[src/rtl/aes_pkg.sv]
// Shared AES definitions: cipher direction constants, GF(2^8) doubling helper
// and the state encoding of the iterative MixColumns engine.
package aes_pkg;

   localparam logic AES_ENC = 1'b0;
   localparam logic AES_DEC = 1'b1;

   typedef enum logic [1:0] {
      IDLE = 2'd0,
      BUSY = 2'd1,
      DONE = 2'd2
   } aes_mixc_iter_e;

   // Multiply by x modulo x^8+x^4+x^3+x+1.
   function automatic logic [7:0] mul2(input logic [7:0] a);
      return {a[6:0], 1'b0} ^ (a[7] ? 8'h1b : 8'h00);
   endfunction

endpackage

[src/rtl/aes_mix_single_column.sv]
// Single-column MixColumns / InvMixColumns. The inverse reuses the forward
// network after a cheap pre-multiplication by {05,00,04,00} circulant.
module aes_mix_single_column
   import aes_pkg::*;
(
   input  logic        mode_i,
   input  logic [31:0] data_i,
   output logic [31:0] data_o
);

   logic [7:0] a0, a1, a2, a3;
   logic [7:0] u, v;
   logic [7:0] p0, p1, p2, p3;
   logic       dec;

   assign a0  = data_i[31:24];
   assign a1  = data_i[23:16];
   assign a2  = data_i[15:8];
   assign a3  = data_i[7:0];
   assign dec = (mode_i == AES_DEC);

   assign u = mul2(mul2(a0 ^ a2));
   assign v = mul2(mul2(a1 ^ a3));

   assign p0 = dec ? (a0 ^ u) : a0;
   assign p1 = dec ? (a1 ^ v) : a1;
   assign p2 = dec ? (a2 ^ u) : a2;
   assign p3 = dec ? (a3 ^ v) : a3;

   assign data_o[31:24] = mul2(p0) ^ mul2(p1) ^ p1 ^ p2 ^ p3;
   assign data_o[23:16] = p0 ^ mul2(p1) ^ mul2(p2) ^ p2 ^ p3;
   assign data_o[15:8]  = p0 ^ p1 ^ mul2(p2) ^ mul2(p3) ^ p3;
   assign data_o[7:0]   = mul2(p0) ^ p0 ^ p1 ^ p2 ^ mul2(p3);

endmodule

[src/rtl/aes_mix_columns_iter.sv]
// Iterative MixColumns engine: one column per cycle through a shared mixer.
//   state | meaning
//   IDLE  | ready for a new 128-bit block
//   BUSY  | mixing column col_q, four cycles total
//   DONE  | result presented, waiting for out_ready_i
module aes_mix_columns_iter
   import aes_pkg::*;
(
   input  logic         clk_i,
   input  logic         rst_ni,
   input  logic         clear_i,
   input  logic         in_valid_i,
   output logic         in_ready_o,
   input  logic         mode_i,
   input  logic [127:0] data_i,
   output logic         out_valid_o,
   input  logic         out_ready_i,
   output logic [127:0] data_o,
   output logic         busy_o
);

   aes_mixc_iter_e state_q, state_d;
   logic [127:0]   data_q;
   logic [1:0]     col_q;
   logic           mode_q;
   logic [31:0]    col_sel;
   logic [31:0]    col_mixed;
   logic [3:0]     col_we;
   logic           load, step, unload;

   always_comb begin
      state_d = state_q;
      load    = 1'b0;
      step    = 1'b0;
      unload  = 1'b0;
      case (state_q)
         IDLE: begin
            if (in_valid_i) begin
               state_d = BUSY;
               load    = 1'b1;
            end
         end
         BUSY: begin
            step = 1'b1;
            if (col_q == 2'd3) state_d = DONE;
         end
         DONE: begin
            if (out_ready_i) begin
               state_d = IDLE;
               unload  = 1'b1;
            end
         end
         default: state_d = IDLE;
      endcase
      if (clear_i) state_d = IDLE;
   end

   always_ff @(posedge clk_i or negedge rst_ni) begin
      if (!rst_ni) state_q <= IDLE;
      else         state_q <= state_d;
   end

   always_comb begin
      col_sel = 32'h0;
      case (col_q)
         2'd0: col_sel = data_q[127:96];
         2'd1: col_sel = data_q[95:64];
         2'd2: col_sel = data_q[63:32];
         2'd3: col_sel = data_q[31:0];
         default: col_sel = 32'h0;
      endcase
   end

   assign col_we = step ? (4'b0001 << col_q) : 4'b0000;

   aes_mix_single_column u_mix (
      .mode_i (mode_q),
      .data_i (col_sel),
      .data_o (col_mixed)
   );

   // clear_i outranks the handshakes so a flushed block never lands.
   always_ff @(posedge clk_i or negedge rst_ni) begin
      if (!rst_ni) begin
         data_q <= '0;
         col_q  <= 2'd0;
         mode_q <= AES_ENC;
      end else if (clear_i) begin
         data_q <= '0;
         col_q  <= 2'd0;
         mode_q <= AES_ENC;
      end else if (load) begin
         data_q <= data_i;
         mode_q <= mode_i;
         col_q  <= 2'd0;
      end else if (step) begin
         for (int c = 0; c < 4; c++) begin
            if (col_we[c]) data_q[127-32*c -: 32] <= col_mixed;
         end
         col_q <= col_q + 2'd1;
      end else if (unload) begin
         data_q <= '0;
      end
   end

   assign in_ready_o  = (state_q == IDLE);
   assign out_valid_o = (state_q == DONE);
   assign busy_o      = (state_q != IDLE);
   assign data_o      = out_valid_o ? data_q : 128'h0;

endmodule

[config.mk]
export PLATFORM = sky130hd
export DESIGN_NAME = aes_mix_columns_iter
export DESIGN_NICKNAME = d
export VERILOG_FILES = /design/src/rtl/aes_pkg.sv /design/src/rtl/aes_mix_single_column.sv /design/src/rtl/aes_mix_columns_iter.sv
export SDC_FILE = /design/constraint.sdc
export NUM_CORES = 1
export LEC_CHECK = 0
export BUFFER_PORTS_ARGS = -buffer_cell sky130_fd_sc_hd__buf_2
export CAP_MARGIN = 40
export CORE_MARGIN = 2
export CORE_UTILIZATION = 50
export DETAILED_ROUTE_END_ITERATION = 10
export PLACE_DENSITY = 0.8
export SETUP_SLACK_MARGIN = 0.3
export SYNTH_ARGS = -nofsm -noshare
export SYNTH_HDL_FRONTEND = slang
export SYNTH_HIERARCHICAL = 1
export SYNTH_SLANG_ARGS = --single-unit
export TNS_END_PERCENT = 20
[constraint.sdc]
create_clock -name clk_i -period 4.2 [get_ports clk_i]
set_clock_uncertainty 0.2 [all_clocks]
set_input_delay 0.84 -clock clk_i [delete_from_list [all_inputs] [get_ports clk_i]]
set_output_delay 0.84 -clock clk_i [all_outputs]
set_load 0.05 [all_outputs]
After elaboration in Yosys (flattened, before gate mapping). Cells that the tools add are included.

Memories kept: 0. Register bits after elaboration: 133. Bits in writable memories: 0. Bits in read-only memories: 0. Output and inout bits: 131. Bits in latches: 0. Input bits: 134. Logic and storage cells: 100.

Add/sub/neg operators: 1. Order comparisons: 0. Muxes and demuxes: 38. Equal/unequal tests: 12. Shift-type cells: 1. Divide/modulo/power cells: 0. Bitwise operators: 30. Reduce and logical (&&, ||, !) cells: 11. Multiply operators: 0.

Operators with widths (count): $mux 128 (5); $xor 8x8->8 (30); $mux 32 (4); $pmux 32 s4 (1); $mux 5 (8); $mux 8 (4); $ne 4x4->1 const B (4); $mux 2 (7); $reduce_and 2->1 (4); $mux 1 (7); $eq 2x2->1 const B (3); $ne 3x3->1 const B (2); $pmux 2 s3 (1); $eq 2x1->1 const B (2); $logic_not 2->1 (2); $mux 4 (1); $reduce_bool 2->1 (2); $reduce_bool 4->1 (1); $shl 1x2->4 const A (1); $ne 3x2->1 const B (1); $reduce_and 3->1 (1); $reduce_bool 3->1 (1); $add 2x1->2 const B (1).

Logic depth before layout (Yosys ltp).
Word-level depth: 19. Gate-level depth with buffers: 16. Depth with buffers taken out: 13.

Cells and area by module. Netlist, hierarchy kept.

Modules (own cells, without submodules): aes_mix_columns_iter (sequential area each 3328.2 µm², cells each 891, area each 8849.7 µm², instances 1); aes_mix_single_column (sequential area each 0.0 µm², cells each 184, area each 1861.8 µm², instances 1).

Worst setup path before layout. No wires, ideal clock.

Kind: reg-to-reg. Start: reg col_q[0]. End: reg data_q[4]. Arrival time: 4.198 ns. Required time: 3.875 ns. Period minus slack after synthesis: 4.523 ns. Path slack: -0.323 ns. Stages on the path, launching flop included: 15. Path through: dfrtp_1 > inv_1 > ha_1 > clkbuf_1 > clkbuf_1 > mux2i_1 > xor2_4 > xor3_2 > xnor2_1 > nand2_2 > xnor2_1 > xnor3_1 > mux2i_1 > a211oi_1 > mux2_4.

Elaborated cells between the ends (all ways): 39. Those cells by class: 4 x eq/ne; 1 x shift; 16 x mux; 16 x bitwise; 2 x reduce/logical.

RTL lines: from (decl) (line aes_mix_columns_iter.sv:24) `logic [1:0] col_q;`; from (signal assigned) (line aes_mix_columns_iter.sv:100) `col_q <= col_q + 2'd1;`; $eq 2x2->1 (tied with other cells) (line aes_mix_columns_iter.sv:65) `case (col_q)`; $pmux 32 s4 (*) (line aes_mix_columns_iter.sv:65); net col_sel[22] (line aes_mix_columns_iter.sv:26) `logic [31:0] col_sel;`; $xor 8x8->8 (*) (line aes_mix_single_column.sv:23) `assign v = mul2(mul2(a1 ^ a3));`; $xor 8x8->8 (*) (line aes_pkg.sv:16) `return {a[6:0], 1'b0} ^ (a[7] ? 8'h1b : 8'h00);`; $mux 5 (*) (line aes_pkg.sv:16); $xor 8x8->8 (*) (line aes_pkg.sv:16); $xor 8x8->8 (line aes_mix_single_column.sv:26) `assign p1 = dec ? (a1 ^ v) : a1;`; $mux 8 (line aes_mix_single_column.sv:26); $xor 8x8->8 (2 in series) (line aes_mix_single_column.sv:33) `assign data_o[7:0] = mul2(p0) ^ p0 ^ p1 ^ p2 ^ mul2(p3);`; $xor 8x8->8 (*) (line aes_mix_single_column.sv:33); net col_mixed[4] (line aes_mix_columns_iter.sv:27) `logic [31:0] col_mixed;`; $mux 32 (*) (line aes_mix_columns_iter.sv:98) `if (col_we[c]) data_q[127-32*c -: 32] <= col_mixed;`; $mux 128 (*) (line aes_mix_columns_iter.sv:96) `end else if (step) begin`; $mux 128 (*) (line aes_mix_columns_iter.sv:92) `end else if (load) begin`; $mux 128 (*) (line aes_mix_columns_iter.sv:88) `end else if (clear_i) begin`; to (signal assigned) (line aes_mix_columns_iter.sv:93) `data_q <= data_i;`; to (signal, indexed assignment) (line aes_mix_columns_iter.sv:98); to (decl) (line aes_mix_columns_iter.sv:23) `logic [127:0] data_q;`.

Mark *: on every way through the listed nets, which the timed path passes. The rest lies on a longest branch. The select of a mux whose other input is x is not followed. A chain may end at the register's enable or synchronous reset.

Final worst setup path.
Start: reg col_q[0]. End: reg data_q[84].

Elaborated cells between the ends (all ways): 39. Those cells by class: 4 x eq/ne; 1 x shift; 16 x mux; 16 x bitwise; 2 x reduce/logical.

RTL lines: $eq 2x2->1 (tied with other cells) (line aes_mix_columns_iter.sv:65); $pmux 32 s4 (*) (line aes_mix_columns_iter.sv:65); net col_sel[29] (line aes_mix_columns_iter.sv:26); $xor 8x8->8 (*) (line aes_mix_single_column.sv:22) `assign u = mul2(mul2(a0 ^ a2));`; $xor 8x8->8 (*) (2 in series) (line aes_pkg.sv:16); $xor 8x8->8 (*) (line aes_mix_single_column.sv:27) `assign p2 = dec ? (a2 ^ u) : a2;`; $mux 8 (*) (line aes_mix_single_column.sv:27); $mux 5 (*) (line aes_pkg.sv:16); $xor 8x8->8 (*) (line aes_pkg.sv:16); $xor 8x8->8 (*) (3 in series) (line aes_mix_single_column.sv:31) `assign data_o[23:16] = p0 ^ mul2(p1) ^ mul2(p2) ^ p2 ^ p3;`; net col_mixed[20] (line aes_mix_columns_iter.sv:27); $mux 32 (*) (line aes_mix_columns_iter.sv:98); $mux 128 (*) (line aes_mix_columns_iter.sv:96); $mux 128 (*) (line aes_mix_columns_iter.sv:92); $mux 128 (*) (line aes_mix_columns_iter.sv:88).

Marks and branches as above.

==> results.sh <==
export IMPL_worst_setup_path_endpoint="data_q[84]$_DFFE_PN0P_"
export IMPL_p_total_mw=12.3
export IMPL_finalSetupViolations=46
export IMPL_synthTopCellsByArea="dfrtp_1 31%, mux2i_1 9.1%, mux2_2 7.4%"
export IMPL_rsz0062_at_grt="true"
export IMPL_synth_edf_count=0
export IMPL_leakagePower_nw=7.39
export IMPL_relSlewSlack_pct=44.9
export IMPL_grt_pass1_vias=9526
export IMPL_track_usage_pct=31.2
export IMPL_crit_start="col_q[0]$_DFFE_PN0P_"
export IMPL_p_sw_share_pct=41.6
export IMPL_place_gp_congestion=1.01
export IMPL_die_h_um=150
export IMPL_worst_path_buf_inv=4
export IMPL_initial_utilization_pct=51.0
export IMPL_hp_class="input pin to async pin"
export IMPL_p_int_mw=7.20
export IMPL_routedWlPerCell_um=21.9
export IMPL_hpwl_um=25200
export IMPL_synth_flop_cell="dfrtp_1"
export IMPL_syn_nets=1215
export IMPL_status="finished with violations"
export IMPL_synthCells=1075
export IMPL_critical_path_class="flip-flop to flip-flop"
export IMPL_antenna_found_initial=0
export IMPL_synth_async_reset_ratio_pct=100
export IMPL_wl_um=36700
export IMPL_clock_latency_ps=430
export IMPL_yosysSeqAreaShare_pct=31.1
export IMPL_fin_crit_sh_pct=104
export IMPL_r2r_setup_slack_ps=-150
export IMPL_peakVddDrop_mv=0.588
export IMPL_fin_crit_ps=4350
export IMPL_ctsHoldBuffers=0
export IMPL_clkPwrFrac_pct=11.8
export IMPL_cp_common_cell="xnor2_1"
export IMPL_diodes=0
export IMPL_pwr_density_cell_mw_per_mm2=844
export IMPL_grt_pass1_wl_um=53500
export IMPL_viasPerCell=5.80
export IMPL_syn_avg_cell_area_um2=9.96
export IMPL_cp_cell_sequence="inv_4 -> ha_4 -> buf_12 -> buf_8 -> a222oi_1 -> mux2i_2 -> xor2_1 -> nand2_2 -> xor2_4 -> xnor2_1 -> buf_4 -> xnor2_1 -> xnor3_2 -> mux2i_4 -> a211oi_1 -> mux2_4"
export IMPL_fmax_mhz=230
export IMPL_dp_slack_ps=-175
export IMPL_cp_num_cells=16
export IMPL_overflow=0
export IMPL_violations="setup timing"
export IMPL_p_sw_mw=5.13
export IMPL_rows=53
export IMPL_tightest_slew_ps=827
export IMPL_yosysUniqueCellTypes=39
export IMPL_r2r_end="data_q[84]$_DFFE_PN0P_"
export IMPL_final_nets=1528
export IMPL_slew_violations=0
export IMPL_cap_violations=0
export IMPL_yosys_top_cells_count="166 x inv_1, 133 x dfrtp_1, 99 x and2_1, 97 x a211oi_1, 97 x mux2i_1"
export IMPL_critPathCaptureType="flip-flop"
export IMPL_cts_sinks=133
export IMPL_combPwrFrac_pct=69.7
export IMPL_cts_buffers=17
export IMPL_pwr_share_seq_pct=18.5
export IMPL_cts_root_buf="clkbuf_16"
export IMPL_drc_errors=0
export IMPL_yosysTopAreaCell="dfrtp_1"
export IMPL_die_x_um=150
export IMPL_synth_warnings=6
export IMPL_cp_slowest_stage_delay_ps=490
export IMPL_timing_rr_start="col_q[0]$_DFFE_PN0P_"
export IMPL_syn_area_mm2=0.0107
export IMPL_vias=9714
export IMPL_finalHoldViolCount=0
export IMPL_placed_area_mm2=0.0128
export IMPL_coreArea_mm2=0.0210
export IMPL_final_area_mm2=0.0146
export IMPL_cp_required_ps=4310
export IMPL_cp_max_fo=8
export IMPL_critPathTopFamily="XOR/XNOR gates"
export IMPL_dr_pass1_iters=7
export IMPL_synth_top_cell_area_share_pct=31.1
export IMPL_drive_above_1_share_pct=46.8
export IMPL_whs_ps=271
export IMPL_areaGrowthSynthToFinish_pct=36.4
export IMPL_portBuffers=264
export IMPL_yosysMostFrequentCell="inv_1"
export IMPL_drtIter0Drc=957
export IMPL_cts_tree="done"
export IMPL_reg2reg_depth=16
export IMPL_ant_nets=0
export IMPL_crit_slowest_cell="xnor3_2"
export IMPL_grt_max_degree=87
export IMPL_arrival_ps=4460
export IMPL_cp_start_kind="flip-flop"
export IMPL_layout_setup_ws_ps=-150
export IMPL_clock_path_buffers=2
export IMPL_io_pins=265
export IMPL_h_tree_depth=4
export IMPL_ys_seq_elements=133
export IMPL_die_area_mm2=0.0226
export IMPL_cts_clk_slew_worst_paths_ps=60
export IMPL_n_fill_cell=1517
export IMPL_fin_util_pct=69.5
how the worst min path moves through the flow:
stage / start / endpoint / slack [ps] / cells past startpoint
after global placement: data_q[73]$_DFFE_PN0P_ / data_q[73]$_DFFE_PN0P_ / 310 / 1
after detailed placement: data_q[69]$_DFFE_PN0P_ / data_q[69]$_DFFE_PN0P_ / 320 / 1
final: rst_ni / data_q[73]$_DFFE_PN0P_ / 270 / 1
after CTS: rst_ni / data_q[41]$_DFFE_PN0P_ / 300 / 1
after global routing: rst_ni / data_q[73]$_DFFE_PN0P_ / 330 / 1
after floorplan: data_q[70]$_DFFE_PN0P_ / data_q[70]$_DFFE_PN0P_ / 290 / 1
worst reg2reg max path, delay by kind of cell, from the launching register on:
kind            cells  cell delay, ps
buf+inv             4             510
fa+ha+maj           1             190
flops               1             460
compound gates      2             510
xor+xnor            5            1410
simple gates        1             220
mux                 3             720
per-layer routing:
layer	track usage [%]	share of wire, %
met1	40.8	40
met2	50.5	48
met3	5.03	8.3
met4	14.7	4.0
met5	0	0
layout make-up:
type | count | area, um^2 | share of cell area, %
flip-flops and latches | 133 | 3330 | 22.8
clock inverters | 9 | 104 | 0.711
well taps | 275 | 344 | 2.36
clock buffers | 22 | 454 | 3.11
multi-input cells | 689 | 7340 | 50.3
repair buffers | 381 | 2400 | 16.4
inverters | 166 | 626 | 4.28
power groups by stage:
stage	logic (mW)	clock network, mW	registers, mW
3_3_place_gp	6.46	0	2.26
6_report	8.59	1.45	2.29
4_1_cts	7.27	1.47	2.25
3_5_place_dp	6.54	0	2.27
2_1_floorplan	4.73	0	2.05
5_1_grt	9.02	1.52	2.32
state kept, by name, indices dropped and copies added, names as in the netlist:
register,count
col_q,2
data_q,128
state_q,2
mode_q,1
stage by stage:
step / TNS (ps) / std cells
CTS: 0 / 1662
floorplan: 0 / 1075
global route: -13020 / 1675
global placement: -2260 / 1601
finish: -2130 / 1675
detailed placement: -3380 / 1602
cell families after synthesis:
| group | count (synthesis) | synth area share [%] |
|---|---|---|
| buffers and inverters | 253 | 9.70 |
| XOR/XNOR | 157 | 16.1 |
| adder cells (fa/ha/maj) | 6 | 0.701 |
| AND/OR/NAND/NOR | 159 | 8.54 |
| AO/OA/AOI/OAI | 170 | 13.3 |
| multiplexers | 197 | 20.6 |
| flip-flops | 133 | 31.1 |
repair_timing:
item                       CTS  global route
pin swaps                   30            38
setup endpoints to repair  123           128
resized for setup           67            96
buffers inserted            29            13
cells in the final DEF, fill, tap and decap left out, types with 3 or more instances in the layout:
master,Yosys,final
a211oi_2,0,17
mux2_4,30,39
xor2_2,2,13
clkbuf_1,56,4
mux2_2,70,61
clkinv_2,0,4
xnor2_1,83,48
a211oi_1,97,80
clkbuf_16,0,17
buf_12,0,12
nand2_1,15,10
dfrtp_1,133,130
buf_2,20,263
a221oi_4,1,3
a211o_1,32,32
buf_4,3,95
mux2i_4,0,13
nor3_1,32,32
nor2_1,3,3
xnor3_2,1,4
xnor2_4,0,7
inv_1,166,163
xor2_1,47,31
nand3_1,3,3
xor2_4,1,6
xnor3_1,14,11
ha_4,0,3
a222oi_1,32,32
xnor2_2,4,32
and2_1,99,96
mux2i_1,97,58
nand2_2,1,5
mux2i_2,0,26
a21oi_1,3,3
buf_6,7,9
(Power assumes the default switching activity.)
